## config.mk

```make
export PLATFORM = sky130hd
export DESIGN_NAME = mux_onehot_reg
export DESIGN_NICKNAME = d
export VERILOG_FILES = /design/src/rtl/mux_pkg.sv /design/src/rtl/mux_onehot_sel.sv /design/src/rtl/mux_onehot_reg.sv
export SDC_FILE = /design/constraint.sdc
export NUM_CORES = 1
export LEC_CHECK = 0
export CAP_MARGIN = 20
export CORE_MARGIN = 5
export CORE_UTILIZATION = 37
export CTS_CLUSTER_DIAMETER = 100
export DETAILED_ROUTE_END_ITERATION = 10
export GPL_TIMING_DRIVEN = 0
export PLACE_DENSITY = 0.84
export SETUP_SLACK_MARGIN = 0.02
export SLEW_MARGIN = 10
export SYNTH_ARGS = -nofsm -noshare
export SYNTH_HDL_FRONTEND = slang
export SYNTH_SLANG_ARGS = --single-unit
```

## constraint.sdc

```tcl
create_clock -name clk -period 3.8 [get_ports clk]
set_input_delay 0.76 -clock clk [delete_from_list [all_inputs] [get_ports clk]]
set_output_delay 0.76 -clock clk [all_outputs]
set_load 0.01 [all_outputs]
```

## src/rtl/mux_pkg.sv

```systemverilog
// Shared definitions for the registered one-hot mux: the state encoding of the
// output skid stage, default sizes and a one-hot test used by the optional
// select checker (MUX_ONEHOT_REG_SELCHK_EN).
package mux_pkg;

    localparam int W_DEF = 8;
    localparam int N_DEF = 8;

    typedef enum logic [1:0] {
        ST_EMPTY = 2'd0,
        ST_ONE   = 2'd1,
        ST_FULL  = 2'd2
    } state_e;

    // True when exactly one bit of v is set; callers zero-extend sel to 16 bits.
    function automatic logic is_onehot(input logic [15:0] v);
        int unsigned cnt;
        cnt = 0;
        for (int i = 0; i < 16; i++) cnt += {31'd0, v[i]};
        return (cnt == 1);
    endfunction

endpackage

```

## src/rtl/mux_onehot_sel.sv

```systemverilog
// Combinational AND-OR selector: each output bit is the OR over all channels of
// (select bit AND channel bit). A zero select gives zero; multi-hot ORs channels.
module mux_onehot_sel #(
    parameter int W = 8,
    parameter int N = 8
) (
    input  logic [N*W-1:0] in_data,
    input  logic [N-1:0]   sel,
    output logic [W-1:0]   out_data
);

    // Accumulate every gated channel into the output word.
    always_comb begin
        out_data = '0;
        for (int k = 0; k < N; k++) begin
            out_data = out_data | (in_data[k*W +: W] & {W{sel[k]}});
        end
    end

endmodule

```

## src/rtl/mux_onehot_reg.sv

```systemverilog
// Registered one-hot mux with a 2-entry skid output stage (main + skid).
// in_ready is a flop, so out_ready never reaches it combinationally; the skid
// entry absorbs the beat accepted in the cycle the downstream stalls.
// Define MUX_ONEHOT_REG_SELCHK_EN to build the one-hot checker driving sel_err;
// such flagged beats carry all-zero data. Without it sel_err is constant 0.
module mux_onehot_reg
    import mux_pkg::*;
#(
    parameter int W = W_DEF,
    parameter int N = N_DEF
) (
    input  logic         clk,
    input  logic         rst_n,
    input  logic [N*W-1:0] in_data,
    input  logic [N-1:0] sel,
    input  logic         in_valid,
    output logic         in_ready,
    output logic [W-1:0] out_data,
    output logic         out_valid,
    input  logic         out_ready,
    output logic         sel_err
);

    logic [W-1:0] sel_data;
    logic [W-1:0] beat_data;
    logic         accept;
    logic         drain;

    state_e       state_q, state_d;
    logic [W-1:0] main_q, main_d;
    logic [W-1:0] skid_q, skid_d;
    logic         vld_q, vld_d;
    logic         rdy_q, rdy_d;

    mux_onehot_sel #(.W(W), .N(N)) u_sel (
        .in_data  (in_data),
        .sel      (sel),
        .out_data (sel_data)
    );

`ifdef MUX_ONEHOT_REG_SELCHK_EN
    logic beat_err;
    logic main_err_q, main_err_d;
    logic skid_err_q, skid_err_d;

    // Flag any select that is not exactly one-hot and squash its data.
    always_comb begin
        beat_err  = !is_onehot(16'(sel));
        beat_data = beat_err ? '0 : sel_data;
    end
`else
    assign beat_data = sel_data;
`endif

    assign accept = in_valid && rdy_q;
    assign drain  = vld_q && out_ready;

    // Next-state of the skid stage: load, spill to skid, refill from skid.
    always_comb begin
        state_d = state_q;
        main_d  = main_q;
        skid_d  = skid_q;
`ifdef MUX_ONEHOT_REG_SELCHK_EN
        main_err_d = main_err_q;
        skid_err_d = skid_err_q;
`endif
        case (state_q)
            ST_EMPTY: begin
                if (accept) begin
                    main_d  = beat_data;
`ifdef MUX_ONEHOT_REG_SELCHK_EN
                    main_err_d = beat_err;
`endif
                    state_d = ST_ONE;
                end
            end
            ST_ONE: begin
                if (accept && !drain) begin
                    skid_d  = beat_data;
`ifdef MUX_ONEHOT_REG_SELCHK_EN
                    skid_err_d = beat_err;
`endif
                    state_d = ST_FULL;
                end else if (accept) begin
                    main_d  = beat_data;
`ifdef MUX_ONEHOT_REG_SELCHK_EN
                    main_err_d = beat_err;
`endif
                end else if (drain) begin
                    state_d = ST_EMPTY;
                end
            end
            ST_FULL: begin
                if (drain) begin
                    main_d  = skid_q;
`ifdef MUX_ONEHOT_REG_SELCHK_EN
                    main_err_d = skid_err_q;
`endif
                    state_d = ST_ONE;
                end
            end
            default: state_d = ST_EMPTY;
        endcase
        vld_d = (state_d != ST_EMPTY);
        rdy_d = (state_d != ST_FULL);
    end

    // State and data registers with synchronous active-low reset.
    always_ff @(posedge clk) begin
        if (!rst_n) begin
            state_q <= ST_EMPTY;
            main_q  <= '0;
            skid_q  <= '0;
            vld_q   <= 1'b0;
            rdy_q   <= 1'b1;
`ifdef MUX_ONEHOT_REG_SELCHK_EN
            main_err_q <= 1'b0;
            skid_err_q <= 1'b0;
`endif
        end else begin
            state_q <= state_d;
            main_q  <= main_d;
            skid_q  <= skid_d;
            vld_q   <= vld_d;
            rdy_q   <= rdy_d;
`ifdef MUX_ONEHOT_REG_SELCHK_EN
            main_err_q <= main_err_d;
            skid_err_q <= skid_err_d;
`endif
        end
    end

    assign in_ready  = rdy_q;
    assign out_valid = vld_q;
    assign out_data  = main_q;
`ifdef MUX_ONEHOT_REG_SELCHK_EN
    assign sel_err   = main_err_q;
`else
    assign sel_err   = 1'b0;
`endif

endmodule

```

==> metrics.csv, run 1 <==
metric,value,unit
Avg Synthesized Cell Area,8.78,µm²
critical path's slowest cell,clkdlybuf4s50_1,
Pwr per Cell Area,310,nW/µm²
Max-cap violations,0,
fillcell total,270,
Area contributors post-synth,"dfxtp_1 33%, a22oi_1 20%, a22o_1 5.7%, and4_1 5.7%, nor2_1 4.6%",
CORE AREA,3100,µm²
PortBufs,77,
Final Core Density,0.676,
Multi-input gate area,721,µm²
RSZ-0062 raised after global routing,false,
CTS tree,built,
Final min period,2.05,ns
Crit path max-delay family,buffers and inverters,
crit path DAT,1.29,ns
vias in the first global route,1485,
CP endpoint kind,output port,
vias post-DR,1405,
first-pass GRT wire length,6730,µm
final hold vios,0,
WHS,0.488,ns
WL final,4140,µm
ANT cells,0,
number of synthesized flops with an enable pin,0,
post_cts resized,0,
Synth top area share,0.328,
Inserted Clock Buffers,3,
area delta synth->final,72.0,%
hold crit path type,flip-flop to flip-flop,
Fmax,489,MHz
"non-filler cells, final",264,
final non-filler cell area,2100,µm²
share of cells above drive strength 1,0.0909,
Die Area,4550,µm²
die height,67.4,µm
async set-reset flop share out of synthesis,0,
Max stage delay on crit path,0.57,ns
synthesized area,1220,µm²
Mapped Cells,139,
fin crit share,0.538,
worst-path fanout max,5,
top cell type by total area after synthesis,dfxtp_1,
DR WL/cell,15.7,µm
latest clock arrival within the worst-skew pair,0.30,ns
Nets,297,
Starting Density,0.393,
FF/Latch Area,400,µm²
final setup fails,0,
Placed Area,2050,µm²
Clock Path Buffers,2,
Syn Nets,215,
antenna-violating nets left,0,
drc violations,0,
Crit Path Class,flip-flop to output port,
"Critical Path, Cell by Cell",clkdlybuf4s50_1,
CTS root buffer,clkbuf_4,
placed insts,260,
initial DRC count,81,
gp weighted congestion,0.779,
Total Neg Setup Slack,0,ns
Final Skew,0.00669,ns
initial antenna violation count,0,
Buf/Inv on CP,1,
"Req. time, crit path",3.04,ns
Synthesis Warnings,0,
die width,67.4,µm
gr ovfl total,0,
clk sinks,20,
max-slew violations,0,
Top Ports,87,
hold buffer count at cts,0,
Yosys reg bits,20,
Clock transition at path regs,0.12,ns
FP Rows,20,
CP Launch Type,flip-flop,
htree depth,1,
worst vdd ir,0.128,mV
Cell variety after synth,28,
postcts setup bufs,0,
Synth Flop Type,dfxtp_1,
gr usage total,0.193,
1st-pass router iterations,4,
largest net degree at the start of global routing,13,
DR vias/cell,5.32,
sequential area share after synthesis,0.328,
leakage,0.819,nW
status,finished clean,
-- power by group --
group / leakage (nW) / internal, mW / switching [mW] / total (mW)
combinational: 0.626 / 0.141 / 0.0868 / 0.228
clock: 0.0279 / 0.107 / 0.0668 / 0.173
sequential: 0.165 / 0.234 / 0.0149 / 0.249
total: 0.819 / 0.481 / 0.168 / 0.650
-- final timing paths --
path	start	end	cells after the start	slack [ns]
setup reg to reg	state_q[0]$_SDFF_PN0_	out_data[7]$_SDFFE_PN0P_	6	2.47
hold / removal	out_data[7]$_SDFFE_PN0P_	out_data[7]$_SDFFE_PN0P_	1	0.49
setup / recovery	out_valid$_SDFF_PN0_	out_valid	1	1.75
hold reg to reg	out_data[7]$_SDFFE_PN0P_	out_data[7]$_SDFFE_PN0P_	1	0.49
-- cell usage in the layout (no fill, tap or decap), drive strengths merged --
cell	synthesis	routed
a211oi	8	8
a22o	8	8
nand2b	1	1
a22oi	32	32
clkdlybuf4s50	0	77
clkbuf	7	10
a21bo	1	1
dfxtp	20	20
o22ai	1	1
a21oi	11	11
nand2	4	4
nand3b	1	1
nand3	2	2
mux2i	1	1
o21ai	1	1
buf	7	7
and4	8	8
inv	4	4
nor2	19	19
conb	1	1
and2	1	1
bufinv	0	1
a21boi	1	1
-- sequential cells by signal, summed over array words and instances, names as in the netlist --
register	count
skid_q	8
in_ready	1
out_data	8
out_valid	1
state_q	2
-- worst reg2reg max path, delay by kind of cell (launching register included) --
kind / cells / cell delay (ns)
flops: 1 / 0.39
buf+inv: 2 / 0.27
compound gates: 2 / 0.27
simple gates: 2 / 0.30
-- per-layer routing --
| layer | vias up | share of wire | track usage |
|---|---|---|---|
| met5 | - | 0 | 0 |
| met4 | 0 | 0.015 | 0.0734 |
| met3 | 6 | 0.11 | 0.0649 |
| met2 | 78 | 0.46 | 0.315 |
| met1 | 625 | 0.41 | 0.234 |
| li1 | 696 | - | - |
-- cell families after synthesis --
kind of cell,count (synthesis),synth area share
AO/OA/AOI/OAI,63,0.395
flip-flops,20,0.328
buffers and inverters,18,0.0810
multiplexers,1,0.00821
AND/OR/NAND/NOR,36,0.185
other,1,0.00307
-- stage by stage --
stage,total power [mW],worst slack (ns)
2_1_floorplan,0.360,2.12
3_3_place_gp,0.475,1.69
3_5_place_dp,0.481,1.66
4_1_cts,0.651,1.74
5_1_grt,0.688,1.68
6_report,0.650,1.75
-- synth_stat cells, drive strengths merged (2+ instances only) --
cell and count:
a22o 8, a22oi 32, a211oi 8, nor2 19
dfxtp 20, nand3 2, and4 8, clkbuf 7
buf 7, nand2 4, a21oi 11, inv 4
-- cell type report --
type                       count  share of cell area
tap                           44              0.0262
clock inverter                 1              0.0143
sequential                    20               0.191
clock buffer                   3              0.0107
timing repair buffer          77               0.367
inverter                       4             0.00716
buffer                        14              0.0400
multi-input combinational    101               0.343
Note: power is estimated with default switching activity, not from simulation.
==> run 2, diff against run 1 <==
- CORE_UTILIZATION: 37 -> 35
- PLACE_DENSITY: 0.84 -> 0.8
- clock period: 3.8 -> 2.1 ns (I/O delays scaled with it)
==> metrics.csv, run 2 (synthesis results as in run 1) <==
metric,value,unit
status,finished clean,
Total Neg Setup Slack,0,ns
htree depth,1,
largest net degree at the start of global routing,13,
leakage,0.819,nW
Max-cap violations,0,
Pwr per Cell Area,559,nW/µm²
Fmax,582,MHz
gr ovfl total,0,
CTS root buffer,clkbuf_4,
final setup margin,0.383,ns
fin crit share,0.818,
WHS,0.490,ns
vias in the first global route,1455,
Top Ports,87,
crit path DAT,1.30,ns
FF/Latch Area,400,µm²
postcts setup bufs,0,
die height,69.0,µm
Max stage delay on crit path,0.57,ns
CTS tree,built,
Crit path max-delay family,buffers and inverters,
R2R Setup Slk,0.78,ns
Multi-input gate area,721,µm²
"most common cell after layout, fill and taps aside",clkdlybuf4s50_1,
hold path startpoint,out_data[7]$_SDFFE_PN0P_,
hold buffer count at cts,0,
PortBufs,77,
Clock Path Buffers,2,
first-pass GRT wire length,6600,µm
DR WL/cell,15.5,µm
area delta synth->final,72.2,%
die width,69.0,µm
critical path's slowest cell,clkdlybuf4s50_1,
Nets,297,
placed insts,262,
net switching power,302,µW
Die Area,4770,µm²
clk sinks,20,
share of cells above drive strength 1,0.0909,
worst vdd ir,0.265,mV
final setup fails,0,
post_cts resized,0,
worst r2r path cells,6,
vias post-DR,1423,
gp weighted congestion,0.775,
"Req. time, crit path",1.68,ns
Clk pwr share,0.267,
worst-path fanout max,3,
gr usage total,0.168,
CP Launch Type,flip-flop,
WL final,4120,µm
Final Skew,0.00282,ns
RSZ-0062 raised after global routing,false,
fillcell total,331,
sequential power share,0.384,
ANT cells,0,
Logic pwr share,0.349,
r2r endpoint,out_data[3]$_SDFFE_PN0P_,
latest clock arrival within the worst-skew pair,0.30,ns
final hold vios,0,
1st-pass router iterations,4,
pre-CTS WS,0.299,ns
"non-filler cells, final",266,
Final min period,1.72,ns
hold crit path type,flip-flop to flip-flop,
Reg-to-Reg Start,state_q[0]$_SDFF_PN0_,
DR vias/cell,5.35,
drc violations,0,
hold path depth,1,
cell-internal power,871,µW
Buf/Inv on CP,1,
CORE AREA,3360,µm²
most frequent cells in the layout,"77 x clkdlybuf4s50_1, 32 x a22oi_1, 20 x dfxtp_1, 15 x nor2_1, 11 x a21oi_1",
Clock transition at path regs,0.11,ns
initial antenna violation count,0,
Detailed Place HPWL,3530,µm
Sw Ratio,0.258,
hold path endpoint,out_data[7]$_SDFFE_PN0P_,
FP Rows,21,
max-slew violations,0,
Crit Path Class,flip-flop to output port,
"Critical Path, Cell by Cell",clkdlybuf4s50_1,
CP endpoint kind,output port,
Inserted Clock Buffers,3,
initial DRC count,65,
antenna-violating nets left,0,
Starting Density,0.363,
==> run 2: cell counts in the layout (fill, tap and decap cells not counted) <==
No cell type changed its count.
==> run 2: how the worst max path moves through the flow <==
stage	start	endpoint	cells after the start
floorplan	sel[6]	out_data[7]$_SDFFE_PN0P_	5
global placement	out_ready	out_data[2]$_SDFFE_PN0P_	6
detailed placement	out_ready	skid_q[3]$_SDFFE_PN0P_	6
CTS	in_ready$_SDFF_PN1_	in_ready	1
global route	in_ready$_SDFF_PN1_	in_ready	1
finish	in_ready$_SDFF_PN1_	in_ready	1
==> run 2: final cells by class <==
type / count / area share
inverters: 4 / 0.00715
clock buffers: 3 / 0.0107
repair buffers: 77 / 0.367
well taps: 46 / 0.0274
clock inverters: 1 / 0.0143
plain buffers: 14 / 0.0399
flip-flops and latches: 20 / 0.191
multi-input cells: 101 / 0.343
==> run 2: power groups by stage <==
stage,Combinational [mW],Sequential (mW),Clock (mW)
after CTS,0.413,0.451,0.317
after floorplan,0.182,0.469,0
final,0.409,0.451,0.314
after global routing,0.443,0.457,0.337
after global placement,0.407,0.458,0
after detailed placement,0.411,0.460,0
==> run 2: stage by stage <==
step	total power [mW]	util	instance area, µm²
after CTS	1.18	0.625	2100
after detailed placement	0.871	0.609	2050
after global routing	1.24	0.625	2100
after global placement	0.865	0.609	2050
after floorplan	0.651	-	1220
final	1.17	0.625	2100
==> run 2: layer usage <==
metal / part of all wire / wire [µm] / track usage / vias up
met2: 0.50 / 2050 / 0.306 / 66
met1: 0.38 / 1550 / 0.175 / 658
li1: - / - / - / 694
met5: 0 / 0 / 0 / -
met3: 0.12 / 485 / 0.0770 / 5
met4: 0.0087 / 36 / 0.0390 / 0
==> run 3, diff against run 2 <==
- clock period: 2.1 -> 1.6 ns (I/O delays scaled with it)
==> metrics.csv, run 3 (synthesis results as in run 1) <==
metric,value,unit
Clock transition at path regs,0.12,ns
vias post-DR,1417,
Max stage delay on crit path,0.54,ns
Detailed Place HPWL,3530,µm
"Critical Path, Cell by Cell",clkdlybuf4s50_1,
"Req. time, crit path",1.28,ns
Buf/Inv on CP,1,
grt met2 use,0.306,
Pwr per Cell Area,731,nW/µm²
final setup fails,0,
clk sinks,20,
gp weighted congestion,0.775,
Nets,297,
hold path startpoint,out_data[7]$_SDFFE_PN0P_,
Top Ports,87,
CP Launch Type,flip-flop,
ANT cells,0,
CTS tree,built,
antenna-violating nets left,0,
Final Skew,0.00591,ns
initial DRC count,58,
status,finished clean,
die height,69.0,µm
Crit Path Class,flip-flop to output port,
max-slew violations,0,
leakage,0.847,nW
worst vdd ir,0.358,mV
share of cells above drive strength 1,0.100,
most frequent cells in the layout,"74 x clkdlybuf4s50_1, 32 x a22oi_1, 18 x dfxtp_1, 15 x nor2_1, 11 x a21oi_1",
Reg-to-Reg Start,state_q[0]$_SDFF_PN0_,
Starting Density,0.363,
DR vias/cell,5.33,
GR peak layer,met2,
latest clock arrival within the worst-skew pair,0.31,ns
final hold vios,0,
CORE AREA,3360,µm²
hold path depth,1,
htree depth,1,
crit path DAT,1.20,ns
Final min period,1.52,ns
gr ovfl total,0,
PortBufs,77,
initial antenna violation count,0,
WL final,4170,µm
r2r endpoint,out_data[3]$_SDFFE_PN0P_,
gr usage total,0.168,
Tot Pwr,1.54,mW
largest net degree at the start of global routing,13,
RSZ-0062 raised after global routing,false,
critical path's slowest cell,clkdlybuf4s50_1,
R2R Setup Slk,0.26,ns
hold buffer count at cts,0,
vias in the first global route,1455,
hold crit path type,flip-flop to flip-flop,
FP Rows,21,
CP endpoint kind,output port,
die width,69.0,µm
met3 Usage GRT,0.0770,
Max-cap violations,0,
Fmax,657,MHz
Clock Path Buffers,2,
postcts setup bufs,0,
fin crit share,0.951,
met1 usage,0.175,
area delta synth->final,73.0,%
"most common cell after layout, fill and taps aside",clkdlybuf4s50_1,
Crit path max-delay family,buffers and inverters,
Inserted Clock Buffers,3,
Crit. Startpoint,out_data[6]$_SDFFE_PN0P_,
WHS,0.491,ns
worst-path fanout max,2,
first-pass GRT wire length,6600,µm
CTS root buffer,clkbuf_4,
Die Area,4770,µm²
drc violations,0,
post_cts resized,2,
worst r2r path cells,6,
hold path endpoint,out_data[7]$_SDFFE_PN0P_,
DR WL/cell,15.7,µm
1st-pass router iterations,4,
-- run 3: worst max-delay path by stage --
stage                               end  slack [ns]  depth (start not counted)
2_1_floorplan  out_data[7]$_SDFFE_PN0P_        0.36                          5
3_3_place_gp   out_data[2]$_SDFFE_PN0P_       -0.09                          6
3_5_place_dp     skid_q[3]$_SDFFE_PN0P_       -0.10                          6
4_1_cts                        in_ready        0.02                          1
5_1_grt                     out_data[3]        0.03                          1
6_report                    out_data[6]        0.08                          1
-- run 3: layout make-up --
| cell class | count | area (µm²) |
|---|---|---|
| multi-input cells | 101 | 721 |
| well taps | 46 | 57.6 |
| clock inverters | 1 | 30.0 |
| flip-flops and latches | 20 | 403 |
| repair buffers | 77 | 778 |
| plain buffers | 14 | 83.8 |
| inverters | 4 | 15.0 |
| fillers | 331 | 1250 |
| clock buffers | 3 | 22.5 |
-- run 3: metrics by stage --
step | std cells | util | setup WS [ns] | TNS (ns) | instance area, µm²
after floorplan | 139 | - | 0.364 | 0 | 1220
after global placement | 262 | 0.609 | -0.0875 | -0.816 | 2050
after detailed placement | 262 | 0.609 | -0.101 | -0.979 | 2050
after CTS | 266 | 0.625 | 0.0218 | 0 | 2100
after global routing | 266 | 0.628 | 0.0282 | 0 | 2110
final | 266 | 0.628 | 0.0779 | 0 | 2110
-- run 3: routing by layer --
metal  vias to the layer above  part of all wire
met5                         -                 0
met4                         0            0.0091
met3                         5              0.12
met2                        67              0.50
met1                       652              0.37
li1                        693                 -
-- run 3: power by group --
group          switching, mW  internal, mW
registers             0.0354         0.557
logic                  0.203         0.332
clock network          0.161         0.253
total                  0.400          1.14
